==> config.mk <==
export PLATFORM = sky130hd
export DESIGN_NAME = mat_addr_seq
export DESIGN_NICKNAME = d
export VERILOG_FILES = /design/src/rtl/mat_addr_seq_pkg.sv /design/src/rtl/addr_stride_acc.sv /design/src/rtl/mat_addr_seq.sv
export SDC_FILE = /design/constraint.sdc
export NUM_CORES = 1
export LEC_CHECK = 0
export ABC_AREA = 1
export BUFFER_PORTS_ARGS = -buffer_cell sky130_fd_sc_hd__buf_2
export CAP_MARGIN = 20
export CORE_MARGIN = 2
export CORE_UTILIZATION = 55
export CTS_BUF_LIST = sky130_fd_sc_hd__clkbuf_4 sky130_fd_sc_hd__clkbuf_8 sky130_fd_sc_hd__clkbuf_16
export DETAILED_ROUTE_END_ITERATION = 8
export PLACE_DENSITY = 0.83
export RECOVER_POWER = 50
export SLEW_MARGIN = 20
export SYNTH_ARGS = -nofsm -noshare
export SYNTH_HDL_FRONTEND = slang
export SYNTH_HIERARCHICAL = 1
export SYNTH_SLANG_ARGS = --single-unit
==> constraint.sdc <==
create_clock -name clk -period 4.2 [get_ports clk]
set_clock_uncertainty 0.1 [all_clocks]
set_input_delay 0.42 -clock clk [delete_from_list [all_inputs] [get_ports clk]]
set_output_delay 0.42 -clock clk [all_outputs]
set_load 0.02 [all_outputs]
==> src/rtl/mat_addr_seq_pkg.sv <==
// mat_addr_seq_pkg: shared state encoding, default widths and walk-order constants.
package mat_addr_seq_pkg;
    typedef enum logic [1:0] {IDLE = 2'd0, RUN = 2'd1, DONE = 2'd2} state_t;
    localparam int ADDR_W_DEF = 16;
    localparam int DIM_W_DEF = 8;
    localparam logic ROW_MAJOR = 1'b0;
    localparam logic COL_MAJOR = 1'b1;
endpackage

==> src/rtl/addr_stride_acc.sv <==
// addr_stride_acc: address register with load, inner-step add and outer-step add; load wins.
module addr_stride_acc #(
    parameter int W = 16
) (
    input  logic         clk,
    input  logic         reset,
    input  logic         load,
    input  logic [W-1:0] load_val,
    input  logic         inner_en,
    input  logic [W-1:0] inner_step,
    input  logic         outer_en,
    input  logic [W-1:0] outer_step,
    output logic [W-1:0] q
);
    logic [W-1:0] nxt;

    always_comb
        nxt = load ? load_val : outer_en ? q + outer_step : inner_en ? q + inner_step : q;

    always_ff @(posedge clk)
        q <= reset ? '0 : nxt;
endmodule

==> src/rtl/mat_addr_seq.sv <==
// mat_addr_seq: walks an R x C tile with row stride k in row- or column-major order over valid/ready.
module mat_addr_seq
    import mat_addr_seq_pkg::*;
#(
    parameter int ADDR_W = ADDR_W_DEF,
    parameter int DIM_W  = DIM_W_DEF
) (
    input  logic              clk,
    input  logic              reset,
    input  logic              start,
    input  logic [ADDR_W-1:0] base_addr,
    input  logic [ADDR_W-1:0] k,
    input  logic [DIM_W-1:0]  n_rows,
    input  logic [DIM_W-1:0]  n_cols,
    input  logic              col_major,
    output logic [ADDR_W-1:0] addr_out,
    output logic              addr_valid,
    input  logic              addr_ready,
    output logic              last,
    output logic              busy,
    output logic              done
);
    state_t state, state_nxt;
    logic [ADDR_W-1:0] k_r, addr_q, line_q, inner_step, outer_step, line_nxt;
    logic [DIM_W-1:0] rows_r, cols_r, inner, outer, inner_lim, outer_lim;
    logic cm_r, start_go, xfer, eol, last_i;

    assign start_go   = state == IDLE && start;
    assign xfer       = state == RUN && addr_ready;
    assign inner_lim  = cm_r == COL_MAJOR ? rows_r : cols_r;
    assign outer_lim  = cm_r == COL_MAJOR ? cols_r : rows_r;
    assign inner_step = cm_r == COL_MAJOR ? k_r : ADDR_W'(1);
    assign outer_step = cm_r == COL_MAJOR ? ADDR_W'(1) : k_r;
    assign eol        = inner == inner_lim - DIM_W'(1);
    assign last_i     = eol && outer == outer_lim - DIM_W'(1);
    assign line_nxt   = line_q + outer_step;

    // line_base advances per line; addr jumps to the new line_base at end of line
    addr_stride_acc #(.W(ADDR_W)) u_line (
        .clk(clk), .reset(reset),
        .load(start_go), .load_val(base_addr),
        .inner_en(1'b0), .inner_step(inner_step),
        .outer_en(xfer && eol), .outer_step(outer_step),
        .q(line_q)
    );

    addr_stride_acc #(.W(ADDR_W)) u_addr (
        .clk(clk), .reset(reset),
        .load(start_go || (xfer && eol)), .load_val(start_go ? base_addr : line_nxt),
        .inner_en(xfer), .inner_step(inner_step),
        .outer_en(1'b0), .outer_step(outer_step),
        .q(addr_q)
    );

    always_ff @(posedge clk) begin
        if (reset) begin
            state  <= IDLE;
            inner  <= '0;
            outer  <= '0;
            k_r    <= '0;
            rows_r <= '0;
            cols_r <= '0;
            cm_r   <= ROW_MAJOR;
        end else begin
            state <= state_nxt;
            if (start_go) begin
                k_r    <= k;
                rows_r <= n_rows;
                cols_r <= n_cols;
                cm_r   <= col_major;
                inner  <= '0;
                outer  <= '0;
            end else if (xfer) begin
                inner <= eol ? '0 : inner + DIM_W'(1);
                outer <= eol ? outer + DIM_W'(1) : outer;
            end
        end
    end

    always_comb begin
        state_nxt = state;
        case (state)
            IDLE: if (start) state_nxt = (n_rows == '0 || n_cols == '0) ? DONE : RUN;
            RUN:  if (xfer && last_i) state_nxt = DONE;
            DONE: state_nxt = IDLE;
            default: state_nxt = IDLE;
        endcase
    end

    assign addr_valid = state == RUN;
    assign busy       = state == RUN;
    assign done       = state == DONE;
    assign last       = state == RUN && last_i;
    assign addr_out   = state == RUN ? addr_q : '0;
endmodule
==> results of run 1 <==
power by group:
group / internal (mW) / switching, mW
Combinational: 0.355 / 0.665
Sequential: 0.860 / 0.0625
Clock: 0.477 / 0.355
Total: 1.69 / 1.08
layout make-up:
| cell class | count | area [um2] |
|---|---|---|
| clock buffer | 10 | 239 |
| multi-input combinational | 975 | 5340 |
| sequential | 83 | 1670 |
| inverter | 207 | 785 |
| tap | 184 | 230 |
| fill | 1376 | 5630 |
| timing repair buffer | 81 | 418 |
| clock inverter | 6 | 62.6 |
metal layers:
metal,GRT usage [%],vias to the layer above,routed length [um]
li1,-,4264,-
met1,32.5,3786,9290
met2,48.2,301,10400
met3,4.68,88,1100
met4,17.2,0,1250
met5,0,-,0
worst paths after layout:
check	from	endpoint
hold / removal	k[1]	k_r[1]$_SDFFE_PP0P_
setup reg to reg	cm_r$_SDFFE_PP0P_	u_line/q[10]$_SDFFE_PP0P_
setup / recovery	cm_r$_SDFFE_PP0P_	u_line/q[10]$_SDFFE_PP0P_
hold reg to reg	outer[7]$_SDFFE_PP0P_	outer[7]$_SDFFE_PP0P_
synthesized netlist by cell type, types with 9 or more instances:
master and number:
nand2_1 363, inv_1 192, nor2_1 121, a21oi_1 89
dfxtp_1 83, nand3_1 81, o21ai_0 60, ha_1 49
xor2_1 31, mux2_2 28, nand2_2 24, nand4_1 19
clkbuf_1 18, a31oi_1 12, inv_2 11, a21oi_2 9
critical path, cell delays in order (launching register included):
cell and delay [ns]:
dfxtp_4 0.41, inv_4 0.06, nand2_2 0.08, nand2_4 0.07
ha_1 0.25, xor2_1 0.16, nand2_1 0.07, nand2_1 0.10
nor2_1 0.13, nand2_1 0.06, nor2_1 0.09, nand2_1 0.09
nor2_4 0.16, nand2_4 0.08, inv_2 0.10, buf_12 0.17
mux2_2 0.34, ha_1 0.35, nand2_1 0.15, inv_1 0.05
nand2_1 0.08, nand3_2 0.13, nand2_2 0.08, nand2_1 0.06
or2_1 0.21, nand3_1 0.07, a21oi_1 0.07
cell families after synthesis:
family                   share of synthesized area (%)
AO/OA/AOI/OAI                                     14.1
AND/OR/NAND/NOR                                   36.1
buffers and inverters                             12.8
other                                           0.0468
XOR/XNOR                                          3.94
adder cells (fa/ha/maj)                           8.40
flip-flops                                        20.7
multiplexers                                      3.94
flip-flops by register name (all words and copies together), names as in the netlist:
name / count
cm_r: 1
outer: 8
u_line/q: 16
inner: 8
state: 2
rows_r: 8
cols_r: 8
k_r: 16
u_addr/q: 16
layout by cell type, fill, tap and decap left out, drive strengths merged:
cell     instances
or2              9
o31ai            1
nor3             8
a21oi           98
a21o             1
dfxtp           83
mux2            28
clkinv           5
clkbuf          30
o21ai           68
buf             61
ha              49
o21bai           5
nor2           130
a31oi           12
xor2            31
a21boi           2
a22o             8
xnor2            5
and2             6
nand3b           2
conb             2
nand2          389
o311ai           2
inv            207
o2111ai          1
nor4             3
nand4           20
nor3b            1
bufinv           1
a211o            2
nand3           88
fa               3
a32oi            1
repair_timing:
| item | CTS | global route |
|---|---|---|
| resized for setup | 0 | 10 |
| endpoints found under the hold margin | 0 | 0 |
| endpoints found under the setup margin | 0 | 13 |
==> results by group, run 1 <==
GRT
  – Largest net degree at the start of global routing: 61
  – Gr usage total: 28.1%
  – Total grt overflow: 0
  – Vias in the first global route: 7789
  – First-pass GRT wire length: 35.9 mm
  – Initial antenna violation count: 0

Placed design
  – Worst slack, placed: 0.165 ns
  – Detailed Place HPWL: 17.0 mm
  – I/O Buffers: 72
  – Final GP Congestion: ~0.95
  – Post-Place Cells: 1530
  – Area after DPL: around 8400 um2

STA
  – Setup Total Neg Slack: 0 ns
  – Setup WS post-layout: 0.295 ns
  – Post-layout min period: 3.90 ns
  – Hold Violations, Final: 0
  – Final period util: 93.0%
  – Hold slack final: 0.194 ns
  – Fmax: 0.256 GHz
  – Slew headroom: -63.9%
  – Worst slew pin tran: 2.46 ns
  – Pins Over Slew Limit: slightly above 60
  – Final setup viols: 0

Synthesis
  – Number of synthesized flops with an enable pin: 0
  – Synth Cell Area: 8010 um2
  – Seq/Total Area, Yosys: about 21%
  – Post-synthesis cell count: 1302
  – #FFs+latches synth: between 80 and 90
  – Count of different cell masters after synthesis: between 50 and 60
  – Post-synth ARST share: 0%
  – Commonest register cell after synthesis: dfxtp_1
  – Area share of the largest cell type after synthesis: 20.7%
  – Synth top area cells: dfxtp_1, nand2_1, inv_1
  – Yosys warnings: 6
  – Yosys top cell by area: dfxtp_1
  – Avg Cell Area, Syn: 6.15 um2

Die
  – Initial Utilization: 55.7%
  – Die Area: 15500 um2
  – Die span in y: 125 um
  – Core footprint: 14400 um2
  – Die width: 125 um
  – Number of top-level pins: 73
  – Num rows: 44

Cells and area
  – Antenna cells: 0
  – Net count of the finished layout: 1462
  – Area grow syn2layout: 9.15%
  – Fraction of layout cells with a size suffix above 1: between 10% and 20%
  – Post-layout instance area: 8740 um2
  – Non-filler cells, final: 1546
  – Core Util, Final: 60.8%

Routing
  – DRT iter0 DRCs: slightly below 600
  – DRC violations left: 0
  – Drt pass-1 iters: 5
  – Average wire per cell in the routed design: 14.2 um
  – DR vias/cell: 5.46
  – DR vias: ~8400
  – Final wirelength: 22.0 mm
  – Detail Route Antenna Nets: 0

Critical path
  – CP required: 4.32 ns
  – Critical Path Start Type: flop
  – R2r setup slk: slightly below 0.3 ns
  – Worst Path Arrival: just over 4 ns
  – Depth of the worst register-to-register path: 26
  – Crit end category: flop
  – Critical path type: flop to flop
  – Max FO, Critical Path: 18

Clocking
  – Maximum clock path buffer count: 2
  – Post-CTS setup buffer count: 0
  – Cts hold-fix bufs: 0
  – CTS tree: done
  – Root Buffer: clkbuf_16
  – Clock transition at path regs: 0.07 ns
  – CTS Buf Count: 9
  – Clock Latency Late Sink: 0.36 ns
  – CTS sink cnt: 83
  – Max H-tree Level: 3

Status
  – Outcome: finished with violations
  – Failing checks: capacitance limit, slew limit

Worst hold path
  – Worst min-delay path class: input pin to flop
  – Hold path cells: 3

Flow run
  – Max-cap violation count: 1

Power
  – Leakage power: 4.57 nW
  – IR drop worst, VDD: 0.243 mV
  – Pwr Total: 2.77 mW
  – Power Density: 317 nW/um2
(Power assumes the default switching activity.)
==> run 2: changes to the inputs <==
Settings changed: ABC_AREA 1 to unset, SLEW_MARGIN 20 to 0.
==> run 2 against run 1 <==
Net effect:
- the run ends with setup timing left
- first-iteration DRC count down 12%
- clock-buffer cell count down 1
- fmax down 7.5%
- die area down 10%
- sequential power down 1%
- global-route usage up 0.98 points
- utilization up 4.7 points
- final cell count down 23%
- area after synthesis down 11%
- highest routed layer unchanged
==> results by group, run 2 <==
Status
  – Outcome: finished with violations
  – Failing checks: setup timing

GRT
  – Largest net degree at the start of global routing: 50
  – Gr usage total: slightly below 30%
  – Vias in the first global route: 6662
  – First-pass GRT wire length: 32.9 mm
  – Initial antenna violation count: 0
  – Total grt overflow: 0

Cells and area
  – Non-filler cells, final: between 1000 and 1500
  – Largest registers: k_r: 16 flops, u_addr/q: 16 flops, u_line/q: 16 flops
  – Net count of the finished layout: 1124
  – Fraction of layout cells with a size suffix above 1: 18.6%
  – Antenna cells: 0
  – Area grow syn2layout: 16.3%
  – Most frequent cells in the layout: nand2_1, a21oi_1, dfxtp_1, buf_2, nor2_1
  – Commonest non-fill, non-tap cell in the layout: nand2_1

Clocking
  – CTS sink cnt: 83
  – Max H-tree Level: 3
  – Cts hold-fix bufs: 0
  – Maximum clock path buffer count: 2
  – CTS Buf Count: 9
  – Clock Latency Late Sink: approximately 0.36 ns
  – Root Buffer: clkbuf_16
  – Clock transition at path regs: 0.08 ns
  – CTS tree: done

Synthesis
  – Seq/Total Area, Yosys: 23.3%
  – Yosys warnings: 6
  – Synth top area cells: dfxtp_1, ha_1, a21oi_1
  – Yosys top cell by area: dfxtp_1
  – Commonest register cell after synthesis: dfxtp_1
  – Area share of the largest cell type after synthesis: 23.3%
  – Most frequent cells after synthesis: nand2_1, a21oi_1, dfxtp_1, nor2_1, ha_1
  – Number of synthesized flops with an enable pin: 0
  – Synth Cell Area: 7140 um2
  – Post-synthesis cell count: 952
  – Avg Cell Area, Syn: 7.50 um2
  – Count of different cell masters after synthesis: 66
  – #FFs+latches synth: 83
  – Top-count cell post-synth: nand2_1
  – Post-synth ARST share: 0%

Critical path
  – CP required: 4.31 ns
  – Buffers and inverters on the worst path: 2
  – Max FO, Critical Path: 7
  – Crit end category: flop
  – FF-to-FF End: u_line/q[12]$_SDFFE_PP0P_
  – Worst Path Arrival: 4.33 ns
  – R2r setup slk: -0.02 ns
  – Crit-path leading delay family: simple AND/OR/NAND/NOR gates
  – Most used cell, CP: or4_4
  – Worst-path cell chain: or4_4, or3_4, a211oi_2, o21ai_1, or4_4, clkinv_8, mux2_4, ha_4, inv_2, fa_2, nor2b_2, o211ai_1, a31oi_2, a31oi_1, xor2_1, o22ai_1
  – Maximum cell stage delay along the critical path: 0.54 ns
  – Critical R2R Launch: rows_r[3]$_SDFFE_PP0P_
  – Critical path type: flop to flop
  – Depth of the worst register-to-register path: 16
  – Critical Path Start Type: flop
  – Slowest CP cell: or4_4

Die
  – Num rows: 41
  – Die Area: 13900 um2
  – Initial Utilization: around 56%
  – Core footprint: 12700 um2
  – Die width: 118 um
  – Die span in y: 118 um
  – Number of top-level pins: 73

Power
  – IR drop worst, VDD: 0.203 mV
  – Power Density: between 300 and 400 nW/um2
  – Pwr Total: around 2.5 mW
  – Leakage power: 3.46 nW

STA
  – RSZ-0062 raised after global routing: true
  – Hold Violations, Final: 0
  – Worst slew pin tran: 1.41 ns
  – Pins Over Slew Limit: 0
  – Slew headroom: under 10%
  – Post-layout min period: 4.22 ns
  – Final period util: 100%
  – Fmax: 0.237 GHz
  – Setup Total Neg Slack: -0.0205 ns
  – Final setup viols: 1
  – Setup WS post-layout: -0.0205 ns

Worst hold path
  – HP Start: k[2]
  – Hold Path Sink: k_r[2]$_SDFFE_PP0P_
  – Hold path cells: 3
  – Worst min-delay path class: input pin to flop

Routing
  – DRC violations left: 0
  – Detail Route Antenna Nets: 0
  – DRT iter0 DRCs: 515
  – Final wirelength: 20.4 mm
  – DR vias/cell: 6.02
  – DR vias: just over 7000
  – Drt pass-1 iters: 5
  – Average wire per cell in the routed design: 17.0 um

Placed design
  – Post-Place Cells: between 1000 and 1500
  – Final GP Congestion: 0.931
  – I/O Buffers: between 70 and 80
  – Detailed Place HPWL: 15.6 mm

Flow run
  – Max-cap violation count: 0
## run 2: cell count changes after synthesis, moves of 20 or more
| cell | change |
|---|---|
| nand2_1 | -234 |
| inv_1 | -165 |
| nand3_1 | -68 |
| nor2_1 | -55 |
| and2_1 | +33 |
| xnor2_1 | +25 |
| nand2_2 | -24 |
| nor2b_1 | +23 |
| mux2i_1 | +20 |
## run 2: cells by family (layout without fill, tap and decap cells)
logic type	count (synthesis)	after routing	share of synthesized area (%)
flops	83	83	23.3
xor+xnor	65	65	7.97
other cells	1	3	0.0525
buf+inv	79	149	4.27
fa+ha+maj	52	52	9.42
compound gates	272	272	23.8
simple gates	352	352	24.0
mux	48	48	7.22
## run 2: report_power, final
part	leakage, nW	switching, mW	total, mW	internal (mW)
Combinational	2.63	0.454	0.777	0.323
Clock	0.150	0.398	0.822	0.424
Sequential	0.681	0.0667	0.914	0.847
## run 2: layer usage
metal	track usage, %	wire length (um)
met4	12.4	714
met3	4.07	1280
met1	38.2	9080
met5	0	0
met2	47.6	9310
## run 2: worst reg2reg max path, delay by kind of cell (launching register included)
kind / cells / cell delay [ns]
AND/OR/NAND/NOR: 4 / 1.45
AO/OA/AOI/OAI: 6 / 1.16
adder cells (fa/ha/maj): 2 / 0.37
flip-flops: 1 / 0.33
multiplexers: 1 / 0.32
XOR/XNOR: 1 / 0.18
buffers and inverters: 2 / 0.15
## run 2: worst max path at each step
stage / startpoint / endpoint / slack [ns] / cells past startpoint
after floorplan: cm_r$_SDFFE_PP0P_ / u_line/q[15]$_SDFFE_PP0P_ / -0.15 / 22
after global placement: rows_r[3]$_SDFFE_PP0P_ / u_line/q[12]$_SDFFE_PP0P_ / -0.02 / 16
after detailed placement: rows_r[3]$_SDFFE_PP0P_ / u_line/q[12]$_SDFFE_PP0P_ / -0.12 / 16
after CTS: rows_r[3]$_SDFFE_PP0P_ / u_line/q[12]$_SDFFE_PP0P_ / 0.02 / 16
after global routing: rows_r[3]$_SDFFE_PP0P_ / u_line/q[8]$_SDFFE_PP0P_ / -0.16 / 16
final: rows_r[3]$_SDFFE_PP0P_ / u_line/q[12]$_SDFFE_PP0P_ / -0.02 / 16
## run 2: stage by stage
step | instance area [um2] | setup WS (ns) | hold WS, ns | utilization [%]
after detailed placement | 7980 | -0.121 | 0.364 | 63.0
after floorplan | 7420 | -0.152 | 0.340 | -
after CTS | 8300 | 0.0246 | 0.191 | 65.5
final | 8310 | -0.0205 | 0.190 | 65.6
after global routing | 8310 | -0.158 | 0.205 | 65.6
after global placement | 7980 | -0.0155 | 0.353 | 63.0
## run 2: cell type report
| type | instances | area (um2) |
|---|---|---|
| clock buffers | 9 | 225 |
| clock inverters | 7 | 81.3 |
| fillers | 1087 | 4360 |
| inverters | 28 | 118 |
| multi-input cells | 792 | 5400 |
| flip-flops and latches | 83 | 1670 |
| well taps | 172 | 215 |
| repair buffers | 105 | 599 |
## run 2: what timing repair did
item / CTS / global route
buffers inserted: 0 / 0
resized for setup: 2 / 8
pin swaps: 0 / 5
gates cloned: 0 / 0
endpoints found under the setup margin: 7 / 9
